$ cat src/rtl/bcd_countdown_timer.sv
// Two-digit BCD game timer: tick-enabled up/down counter with load, pause/resume
// and a run FSM that stops at the terminal count.
module bcd_countdown_timer #(
  parameter int unsigned TENS_MAX   = 5,
  parameter int unsigned START_TENS = 5,
  parameter int unsigned START_ONES = 9
) (
  input  logic       clk,
  input  logic       clr,
  input  logic       tick,
  input  logic       start,
  input  logic       pause,
  input  logic       load,
  input  logic [3:0] load_tens,
  input  logic [3:0] load_ones,
  input  logic       up,
  output logic [3:0] tens,
  output logic [3:0] ones,
  output logic       running,
  output logic       expired,
  output logic       done
);

  localparam int unsigned DW = 4;
  localparam logic [DW-1:0] TMAX  = DW'(TENS_MAX);
  localparam logic [DW-1:0] OMAX  = DW'(9);
  localparam logic [DW-1:0] TINIT = DW'(START_TENS);
  localparam logic [DW-1:0] OINIT = DW'(START_ONES);

  typedef enum logic [1:0] {
    IDLE    = 2'd0,
    RUN     = 2'd1,
    PAUSED  = 2'd2,
    EXPIRED = 2'd3
  } state_e;

  state_e          state_q, state_d;
  logic [DW-1:0]   tens_q, tens_d;
  logic [DW-1:0]   ones_q, ones_d;
  logic            dir_up_q, dir_up_d;
  logic            running_q, running_d;
  logic            expired_q, expired_d;
  logic            done_q, done_d;
  logic [DW-1:0]   step_tens_c, step_ones_c;

  // Terminal count is 00 counting down and {TENS_MAX,9} counting up.
  function automatic logic at_terminal(input logic dir_up, input logic [DW-1:0] t,
                                       input logic [DW-1:0] o);
    if (dir_up) at_terminal = (t == TMAX) && (o == OMAX);
    else        at_terminal = (t == '0) && (o == '0);
  endfunction

  // One count step in the latched direction; only used when not at terminal.
  always_comb begin
    step_tens_c = tens_q;
    step_ones_c = ones_q;
    if (dir_up_q) begin
      if (ones_q == OMAX) begin
        step_ones_c = '0;
        step_tens_c = tens_q + DW'(1);
      end else begin
        step_ones_c = ones_q + DW'(1);
      end
    end else begin
      if (ones_q == '0) begin
        step_ones_c = OMAX;
        step_tens_c = tens_q - DW'(1);
      end else begin
        step_ones_c = ones_q - DW'(1);
      end
    end
  end

  always_comb begin
    state_d  = state_q;
    tens_d   = tens_q;
    ones_d   = ones_q;
    dir_up_d = dir_up_q;
    if (load) begin
      tens_d  = (load_tens > TMAX) ? TMAX : load_tens;
      ones_d  = (load_ones > OMAX) ? OMAX : load_ones;
      state_d = IDLE;
    end else begin
      unique case (state_q)
        IDLE: begin
          if (!pause && start) begin
            dir_up_d = up;
            state_d  = at_terminal(up, tens_q, ones_q) ? EXPIRED : RUN;
          end
        end
        RUN: begin
          if (pause) begin
            state_d = PAUSED;
          end else if (tick && !at_terminal(dir_up_q, tens_q, ones_q)) begin
            tens_d = step_tens_c;
            ones_d = step_ones_c;
            if (at_terminal(dir_up_q, step_tens_c, step_ones_c)) state_d = EXPIRED;
          end
        end
        PAUSED: begin
          if (!pause && start) state_d = RUN;
        end
        EXPIRED: begin
          state_d = EXPIRED;
        end
        default: state_d = IDLE;
      endcase
    end
    running_d = (state_d == RUN);
    expired_d = (state_d == EXPIRED);
    done_d    = (state_d == EXPIRED) && (state_q != EXPIRED);
  end

  always_ff @(posedge clk) begin
    if (clr) begin
      state_q   <= IDLE;
      tens_q    <= TINIT;
      ones_q    <= OINIT;
      dir_up_q  <= 1'b0;
      running_q <= 1'b0;
      expired_q <= 1'b0;
      done_q    <= 1'b0;
    end else begin
      state_q   <= state_d;
      tens_q    <= tens_d;
      ones_q    <= ones_d;
      dir_up_q  <= dir_up_d;
      running_q <= running_d;
      expired_q <= expired_d;
      done_q    <= done_d;
    end
  end

  assign tens    = tens_q;
  assign ones    = ones_q;
  assign running = running_q;
  assign expired = expired_q;
  assign done    = done_q;

endmodule

$ cat config.mk
export PLATFORM = sky130hd
export DESIGN_NAME = bcd_countdown_timer
export DESIGN_NICKNAME = d
export VERILOG_FILES = /design/src/rtl/bcd_countdown_timer.sv
export SDC_FILE = /design/constraint.sdc
export NUM_CORES = 1
export LEC_CHECK = 0
export BUFFER_PORTS_ARGS = -buffer_cell sky130_fd_sc_hd__buf_4
export CAP_MARGIN = 25
export CORE_UTILIZATION = 57
export CTS_CLUSTER_SIZE = 10
export DETAILED_ROUTE_END_ITERATION = 7
export PLACE_DENSITY_LB_ADDON = 0.1
export SYNTH_ARGS = -nofsm -noshare
export SYNTH_HDL_FRONTEND = slang
export SYNTH_SLANG_ARGS = --single-unit
$ cat constraint.sdc
create_clock -name clk -period 3.6 [get_ports clk]
set_input_delay 0.18 -clock clk [delete_from_list [all_inputs] [get_ports clk]]
set_output_delay 0.18 -clock clk [all_outputs]
set_load 0.1 [all_outputs]
==> summary.md, run 1 <==
| Metric | Value |
|---|---|
| CTS Root Cell | clkbuf_4 |
| Post-DP HPWL | between 1500 and 2000 um |
| Core region area | 0.00176 mm2 |
| Commonest cells after routing, fill and taps aside | buf_4 (25), dfxtp_1 (14), a21oi_1 (12), nand2_1 (8) |
| DIE WIDTH | between 40 and 50 um |
| Synth Net Count | between 100 and 150 |
| Status | finished clean |
| Tcrit/Tclk final | between 60% and 70% |
| RSZ-0062 raised after global routing | false |
| Fillers | around 160 |
| H-Tree Depth | 1 |
| Hold Path Depth | 3 |
| WS Path Type | reg -> reg |
| Rel. slew slack | between 40 and 50% |
| Worst hold path class | in -> reg |
| Setup crit start kind | register |
| Proportion of synthesized chip area in sequential cells | between 20% and 30% |
| Synth Cell Area | ~0.0011 mm2 |
| Fin crit period | 2.42 ns |
| WP data arrival | between 2 and 3 ns |
| Port Buffers | 25 |
| RR Startpoint | dir_up_q |
| Worst-skew pair later-pin latency | slightly below 0.3 ns |
| Antenna diode count | 0 |
| Finished Layout Cells | around 180 |
| Postcts setup bufs | 0 |
| Slowest-stage cell, CP | or4_2 |
| Largest net degree at the start of global routing | 22 |
| Ys async rst share | 0% |
| P per Cell Area | about 300 mW/mm2 |
| Leak | between 0.5 and 0.6 nW |
| Placed Cells | between 150 and 200 |
| Hold path start | load_ones[2] |
| Mapped Cells | around 130 |
| RR Endpoint | running |
| Achievable Freq | between 400 and 500 MHz |
| Vias in the first global route | 875 |
| Post-CTS Resized | 0 |
| Gr ovfl total | 0 |
| Via count | slightly above 1,000 |
| CTS Buf Count | 3 |
| Yosys reg bits | 14 |
| Row cnt | 15 |
| Syn. warnings | 0 |
| GPL Wtd Cong | slightly above 0.8 |
| R2R setup slack | between 1 and 1.5 ns |
| Slew @ Worst Pin | ~0.75 ns |
| R2R depth | 5 |
| Ratio of cells with drive above 1 in the final layout | roughly 27% |
| Final WL | around 2500 um |
| Clock net sink count | 14 |
| Die Ht | 45.9 um |
| Initial Utilization | a little over 60% |
| Worst EP required | about 3.8 ns |
| Crit. End Element | register |
| Slew Viols, Final | 0 |
| Pre-antenna DRT Iters | 4 |
| Crit Path Max Fanout | 21 |
| Synth Area per Inst | between 8 and 9 um2 |
| EDFF count, synth | 0 |
| Commonest non-fill, non-tap cell in the layout | buf_4 |
| IO Pins | 26 |
| Hold Path Sink | ones[2] |
| CTS tree | built |
| GRT Util Overall | around a quarter |
| Yosys cell types | 53 |
| Full die area | roughly 0.0021 mm2 |
| Antenna viol nets, final | 0 |
| DR DRC count | 0 |
| Nets | around 170 |
| DR iter-0 viols | 35 |
| Wire per inst | roughly 14 um |
| Setup_tns | 0 ns |
| Global-route wire length before repair | between 4000 and 5000 um |
| Initial antenna violation count | 0 |
| Max VDD drop | ~0.25 mV |
| Final Skew | ~0.0018 ns |
| Area grow syn2layout | 17.5% |
| Max Cap Viol | 0 |
| CTS Hold Bufs | 0 |
| Commonest register cell after synthesis | dfxtp_1 |
| Clock-pin slew on the worst setup and hold paths | ~0.09 ns |
| Final setup viols | 0 |
| Final Hold Fails | 0 |
| CTS max path bufs | 2 |
| Vias per cell | about 5.8 |
| Worst-path cell chain | or4_2, o22ai_1, xor2_1, or4_4, a22o_2 |
| Max incr delay on CP | roughly 0.75 ns |
[synthesized netlist by cell type (all sizes together) (2+ instances only)]
library cell,instances,area (um2)
dfxtp,14,280
a21oi,12,60.1
nand2,8,30.0
o21ai,8,43.8
nor2,7,26.3
inv,6,22.5
nand3,6,30.0
mux2i,5,50.1
buf,4,35.0
ha,4,50.1
a211oi,3,22.5
nand2b,3,18.8
nor4,3,25.0
or4,3,27.5
xor2,3,26.3
a31oi,2,12.5
clkbuf,2,27.5
nand4b,2,17.5
nor3,2,10.0
nor3b,2,15.0
or2b,2,17.5
or3,2,12.5
[layout make-up]
cell class,instances,area (um2),share of cell area [%]
Clock buffer,4,36.3,2.81
Tap cell,25,31.3,2.42
Timing Repair Buffer,25,188,14.5
Sequential cell,14,280,21.7
Multi-Input combinational cell,102,734,56.8
Inverter,6,22.5,1.74
[cells by family (layout without fill, tap and decap cells)]
group,Yosys count,in the layout,share of synthesized area [%]
simple gates,49,49,27.8
compound gates,40,40,25.5
flops,14,14,25.5
buf+inv,12,35,7.74
mux,5,5,4.55
fa+ha+maj,4,4,4.55
xor+xnor,4,4,4.44
[metal layers]
layer	up-vias	routed length (um)	track usage, %
met1	468	1200	40.6
met5	-	0	0
met4	0	19	7.06
met2	31	1180	38.6
met3	4	111	3.97
li1	525	-	-
[how the worst max path moves through the flow]
stage | start | depth (start not counted) | slack (ns) | to
3_3_place_gp | dir_up_q | 5 | 1.26 | running
5_1_grt | dir_up_q | 5 | 0.99 | expired
4_1_cts | dir_up_q | 5 | 1.18 | running
3_5_place_dp | dir_up_q | 5 | 1.19 | running
6_report | dir_up_q | 5 | 1.18 | running
2_1_floorplan | tens[1] | 7 | 0.75 | running
[state kept, by name (all words and copies together) (netlist names)]
signal    cells
state_q       2
tens          4
done          1
expired       1
ones          4
running       1
dir_up_q      1
[worst max-delay path: cells and delay by family, from the launching register on]
kind,cells,cell delay [ns]
flops,1,0.51
xor+xnor,1,0.12
compound gates,2,0.42
simple gates,2,1.27
[power by group]
part	internal [mW]	switching, mW
sequential	0.160	0.0153
clock	0.0616	0.0568
combinational	0.0366	0.0581
total	0.258	0.130
[stage by stage]
step	total power [mW]	cell area, um2	util (%)	hold slack [ns]	setup WS [ns]
floorplan	0.247	1100	-	0.252	0.754
global placement	0.270	1260	71.2	0.385	1.26
detailed placement	0.272	1260	71.2	0.388	1.19
CTS	0.386	1290	73.3	0.0953	1.18
global route	0.401	1290	73.3	0.104	0.990
finish	0.388	1290	73.3	0.0945	1.18
Note: power is estimated with default switching activity, not from simulation.
==> run 2: changes to the inputs <==
ABC_AREA = 1   (was default)
CORE_UTILIZATION = 54   (was 57)
clock period = 2.3 ns   (was 3.6 ns; I/O delays follow)
==> run 2 against run 1 <==
Against the previous run: wire length increased by 17%; final cell count increased by 37%; synthesized cell count increased by 48%; register-to-register slack got worse by 0.73 ns; non-clock buffer count increased by 1.
==> summary.md, run 2 <==
| Metric | Value |
|---|---|
| Commonest cells after routing, fill and taps aside | nand2_1 (57), buf_4 (26), nand3_1 (20), inv_1 (17) |
| Worst hold path class | in -> reg |
| Core region area | ~0.0020 mm2 |
| DIE WIDTH | about 50 um |
| Vias per cell | about 5.3 |
| Full die area | 0.00240 mm2 |
| Final Skew | between 0.008 and 0.009 ns |
| H-Tree Depth | 1 |
| Hold Path Depth | 2 |
| Gr ovfl total | 0 |
| P per Cell Area | ~510 mW/mm2 |
| Pre-antenna DRT Iters | 4 |
| EDFF count, synth | 0 |
| Setup_tns | 0 ns |
| CTS tree | built |
| Design area | about 0.0014 mm2 |
| Ratio of cells with drive above 1 in the final layout | a little over a quarter |
| Placed Cells | 237 |
| Global-route wire length before repair | around 4900 um |
| Wire per inst | 12.2 um |
| Rel. slew slack | between 70% and 80% |
| Synth Net Count | ~210 |
| Final Hold Fails | 0 |
| Ys async rst share | 0% |
| Proportion of synthesized chip area in sequential cells | 23.5% |
| Setup crit start kind | register |
| Antenna viol nets, final | 0 |
| Synth top area share | a little under a quarter |
| Commonest register cell after synthesis | dfxtp_1 |
| Leak | 0.728 nW |
| Fin worst setup slack | ~0.45 ns |
| RSZ-0062 raised after global routing | false |
| WS Path Type | reg -> reg |
| Vias in the first global route | around 1,200 |
| Cell area after placement | 0.00138 mm2 |
| Max Cap Viol | 0 |
| Slew @ Worst Pin | between 0.3 and 0.4 ns |
| Status | finished clean |
| DR iter-0 viols | 53 |
| Synth area leaders | dfxtp_1 (23%), nand2_1 (18%), nand3_1 (8.4%) |
| Synth Area per Inst | about 6.3 um2 |
| Mapped Cells | between 150 and 200 |
| Via count | about 1,300 |
| Worst-path cell chain | inv_1, ha_1, nand2_1, nor2_1, nand3_1, nand2_1, nor2_2, nand2_1, nand2_2, nand3_1, a21oi_1 |
| Final WL | 2940 um |
| Die Ht | slightly below 50 um |
| Postcts setup bufs | 0 |
| Pwr Total | 0.713 mW |
| Initial Utilization | about three fifths |
| R2R depth | 11 |
| Pre-CTS WS | slightly above 0.5 ns |
| Yosys cell types | 30 |
| WP data arrival | 2.07 ns |
| Slowest-stage cell, CP | dfxtp_1 |
| Critical path depth in cells | 11 |
| Port Buffers | 25 |
| Initial antenna violation count | 0 |
| DR DRC count | 0 |
| Synth Cell Area | 0.00119 mm2 |
| Worst EP required | approximately 2.5 ns |
| CTS Buf Count | 3 |
| Area leader, netlist | dfxtp_1 |
| Max incr delay on CP | approximately 0.50 ns |
| Fin crit period | 1.85 ns |
| GPL Wtd Cong | ~0.9 |
| GRT Util Overall | around 26% |
| WHS | ~0.057 ns |
| IO Pins | 26 |
| CTS Hold Bufs | 0 |
| Nets | ~230 |
| Worst-skew pair later-pin latency | between 0.2 and 0.3 ns |
| Post-DP HPWL | between 2000 and 2500 um |
| Row cnt | 16 |
| Post-CTS Resized | 0 |
| Clock net sink count | 14 |
| Worst path bufs/invs | 1 |
| Tcrit/Tclk final | 80.6% |
| Commonest non-fill, non-tap cell in the layout | nand2_1 |
| CTS max path bufs | 2 |
| Final setup viols | 0 |
| Yosys reg bits | 14 |
| CTS Root Cell | clkbuf_4 |
| Area grow syn2layout | 18.1% |
| Crit. End Element | register |
| Cell with the most instances after synthesis | nand2_1 |
| Finished Layout Cells | 241 |
| Top post-synthesis cells by count | nand2_1 (57), nand3_1 (20), inv_1 (17) |
| Largest net degree at the start of global routing | 13 |
| Most common cell on crit path | nand2_1 |
| Max VDD drop | approximately 0.56 mV |
| Clock-pin slew on the worst setup and hold paths | about 0.090 ns |
| Achievable Freq | between 500 and 600 MHz |
| Syn. warnings | 0 |
| Critical path's top delay family | simple AND/OR/NAND/NOR gates |
| Antenna diode count | 0 |
| Crit Path Max Fanout | 12 |
| Slew Viols, Final | 0 |
| Core Util, Final | between 60% and 70% |
[run 2: cell count changes in the layout (fill, tap and decap cells not counted), moves of 6 or more]
cell,change
inv_2,+6
nand2_1,+49
nor2_1,+6
nand3_1,+14
nor2_2,+7
inv_1,+11
[run 2: per-layer routing]
layer	global-route usage (%)	vias up	wire length, um
met3	2.80	0	115
met5	0	-	0
li1	-	663	-
met4	2.45	0	0
met2	47.5	31	1520
met1	33.0	590	1310
[run 2: power by group]
group          switching, mW  leakage [nW]  internal, mW
combinational          0.178         0.592        0.0803
sequential            0.0238         0.114         0.253
clock                 0.0818        0.0210        0.0961
[run 2: cells by family after synthesis]
family,count (synthesis),synth area share [%]
compound gates,31,16.2
xor+xnor,2,1.47
fa+ha+maj,4,4.19
buf+inv,29,11.4
flops,14,23.5
simple gates,110,43.2
[run 2: worst reg2reg max path: stages (launching register included)]
cell and delay (ns):
dfxtp_1 0.50, inv_1 0.15, ha_1 0.21, nand2_1 0.06, nor2_1 0.05, nand3_1 0.08
nand2_1 0.06, nor2_2 0.13, nand2_1 0.10, nand2_2 0.20, nand3_1 0.13, a21oi_1 0.14
[run 2: worst paths after layout]
| path | startpoint | end | slack (ns) |
|---|---|---|---|
| max | tens[1] | tens[3] | 0.45 |
| min | clr | state_q[1] | 0.06 |
| max reg2reg | tens[1] | tens[3] | 0.45 |
| min reg2reg | tens[3] | tens[3] | 0.53 |
[run 2: layout make-up]
cell class,count,area [um2]
Multi-Input combinational cell,147,778
Sequential cell,14,282
Tap cell,27,33.8
Clock buffer,4,36.3
Fill cell,172,611
Inverter,23,86.3
Timing Repair Buffer,26,195
==> run 3: changes to the inputs <==
CORE_UTILIZATION = 48   (was 54)
clock period = 1.7 ns   (was 2.3 ns; I/O delays follow)
==> run 3 against run 2 <==
Against the previous run: clock skew down 0.0019 ns; hold slack got worse by 0.054 ns; flip-flop and latch count unchanged; clock power is 41% higher; final area up 10%; critical endpoint is now tens[2]; die area up 12%.
==> summary.md, run 3 (synthesis gave the netlist of run 2 again) <==
| Metric | Value |
|---|---|
| Slowest-stage cell, CP | dfxtp_4 |
| Status | finished clean |
| Commonest non-fill, non-tap cell in the layout | nand2_1 |
| Crit. End Element | register |
| Core region area | between 0.002 and 0.0025 mm2 |
| Clock-pin slew on the worst setup and hold paths | approximately 0.090 ns |
| WP data arrival | about 1.9 ns |
| Worst EP required | around 1.9 ns |
| Placed Cells | between 200 and 250 |
| Global-route wire length before repair | between 5000 and 6000 um |
| Cell area after placement | ~0.0014 mm2 |
| Port Buffers | 25 |
| Pre-CTS WS | about 0.020 ns |
| Max incr delay on CP | 0.38 ns |
| Pre-antenna DRT Iters | 5 |
| Reg area | about 300 um2 |
| DR DRC count | 0 |
| CTS tree | built |
| Finished Layout Cells | about 250 |
| Setup crit start kind | register |
| Final Skew | approximately 0.006 ns |
| CTS Buf Count | 3 |
| RSZ-0062 raised after global routing | true |
| GRT Util Overall | between 20% and 30% |
| P per Cell Area | about 650 mW/mm2 |
| Multi-input logic area | approximately 850 um2 |
| Wire per inst | 13.6 um |
| IO Pins | 26 |
| Gr ovfl total | 0 |
| DIE WIDTH | a little over 50 um |
| Fin crit period | around 1.7 ns |
| Achievable Freq | between 500 and 600 MHz |
| Final setup viols | 0 |
| R2R setup slack | 0.02 ns |
| Max VDD drop | approximately 0.5 mV |
| Vias per cell | 5.44 |
| Max Cap Viol | 0 |
| DR iter-0 viols | slightly below 80 |
| H-Tree Depth | 1 |
| CP startpoint | tens[1] |
| Setup crit end | tens[2] |
| Nets | around 240 |
| R2R depth | 10 |
| WS Path Type | reg -> reg |
| Vias in the first global route | approximately 1,200 |
| CTS Root Cell | clkbuf_4 |
| Initial antenna violation count | 0 |
| Worst-skew pair later-pin latency | between 0.2 and 0.3 ns |
| Design area | 0.00155 mm2 |
| Slew Viols, Final | 0 |
| Leak | 0.766 nW |
| Die Ht | between 50 and 60 um |
| Worst hold path class | in -> reg |
| CTS Hold Bufs | 0 |
| RR Endpoint | tens[2] |
| Final WL | approximately 3400 um |
| Antenna viol nets, final | 0 |
| Row cnt | 17 |
| Area grow syn2layout | 30.1% |
| Via count | 1,343 |
| WHS | 0.00353 ns |
| Clock net sink count | 14 |
| GPL Wtd Cong | roughly 0.94 |
| Final Hold Fails | 0 |
| Crit Path Max Fanout | 12 |
| Commonest cells after routing, fill and taps aside | nand2_1 (52), buf_4 (28), nand3_1 (18), inv_1 (14), nor2_1 (10) |
| Fillers | between 200 and 250 |
| Initial Utilization | 52.5% |
| Rel. slew slack | around three quarters |
| Post-DP HPWL | 2400 um |
| RR Startpoint | tens[1] |
| Ratio of cells with drive above 1 in the final layout | roughly two fifths |
| Tcrit/Tclk final | a little over nine tenths |
| Worst-path cell chain | inv_2, ha_1, nand2_1, nor2_2, nand3_1, nand2_1, nor2_2, nand2_2, nand2_4, o2111ai_1 |
| Fin worst setup slack | between 0.02 and 0.025 ns |
| Antenna diode count | 0 |
| Largest net degree at the start of global routing | 13 |
| Pwr Total | between 1 and 1.5 mW |
| CTS max path bufs | 2 |
| Full die area | between 0.002 and 0.003 mm2 |
| Slew @ Worst Pin | approximately 0.35 ns |
run 3: cell count changes in the layout (fill, tap and decap cells not counted), sizes merged:
cell / delta
buf: +4
clkbuf: +1
run 3: metal layers:
| layer | vias up | wire (um) | global-route usage, % |
|---|---|---|---|
| li1 | 677 | - | - |
| met2 | 61 | 1660 | 42.9 |
| met1 | 597 | 1440 | 32.1 |
| met3 | 8 | 204 | 3.51 |
| met4 | 0 | 59 | 11.3 |
| met5 | - | 0 | 0 |
run 3: how the worst min path moves through the flow:
stage	end	slack, ns	from	depth (start not counted)
finish	tens[1]	0.004	clr	2
global route	tens[1]	0.01	clr	2
CTS	tens[1]	0.006	clr	2
detailed placement	tens[1]	0.32	clr	2
global placement	tens[1]	0.32	clr	2
floorplan	tens[1]	0.14	clr	1
run 3: per-stage QoR:
step / setup TNS [ns] / utilization [%]
floorplan: 0 / -
finish: 0 / 68.3
global placement: 0 / 61.8
CTS: 0 / 63.7
detailed placement: 0 / 61.8
global route: -0.289 / 68.3
run 3: area by class of cell:
cell class,count,share of cell area [%]
tap,28,2.25
inverter,23,6.04
multi-input combinational,147,54.4
sequential,14,19.6
timing repair buffer,31,15.3
clock buffer,4,2.33
run 3: timing repair:
action / CTS / global route
setup buffers: 0 / 4
pin swaps: 0 / 10
gates resized for setup: 1 / 23
endpoints found under the setup margin: 1 / 12
run 3: worst max-delay path, delay by kind of cell (launching register included):
kind,cells,cell delay (ns)
AO/OA/AOI/OAI,1,0.27
buffers and inverters,1,0.10
AND/OR/NAND/NOR,7,0.65
adder cells (fa/ha/maj),1,0.18
flip-flops,1,0.38
run 3: report_power, final:
group / internal (mW) / switching [mW]
Sequential: 0.341 / 0.0307
Clock: 0.130 / 0.120
Combinational: 0.128 / 0.267
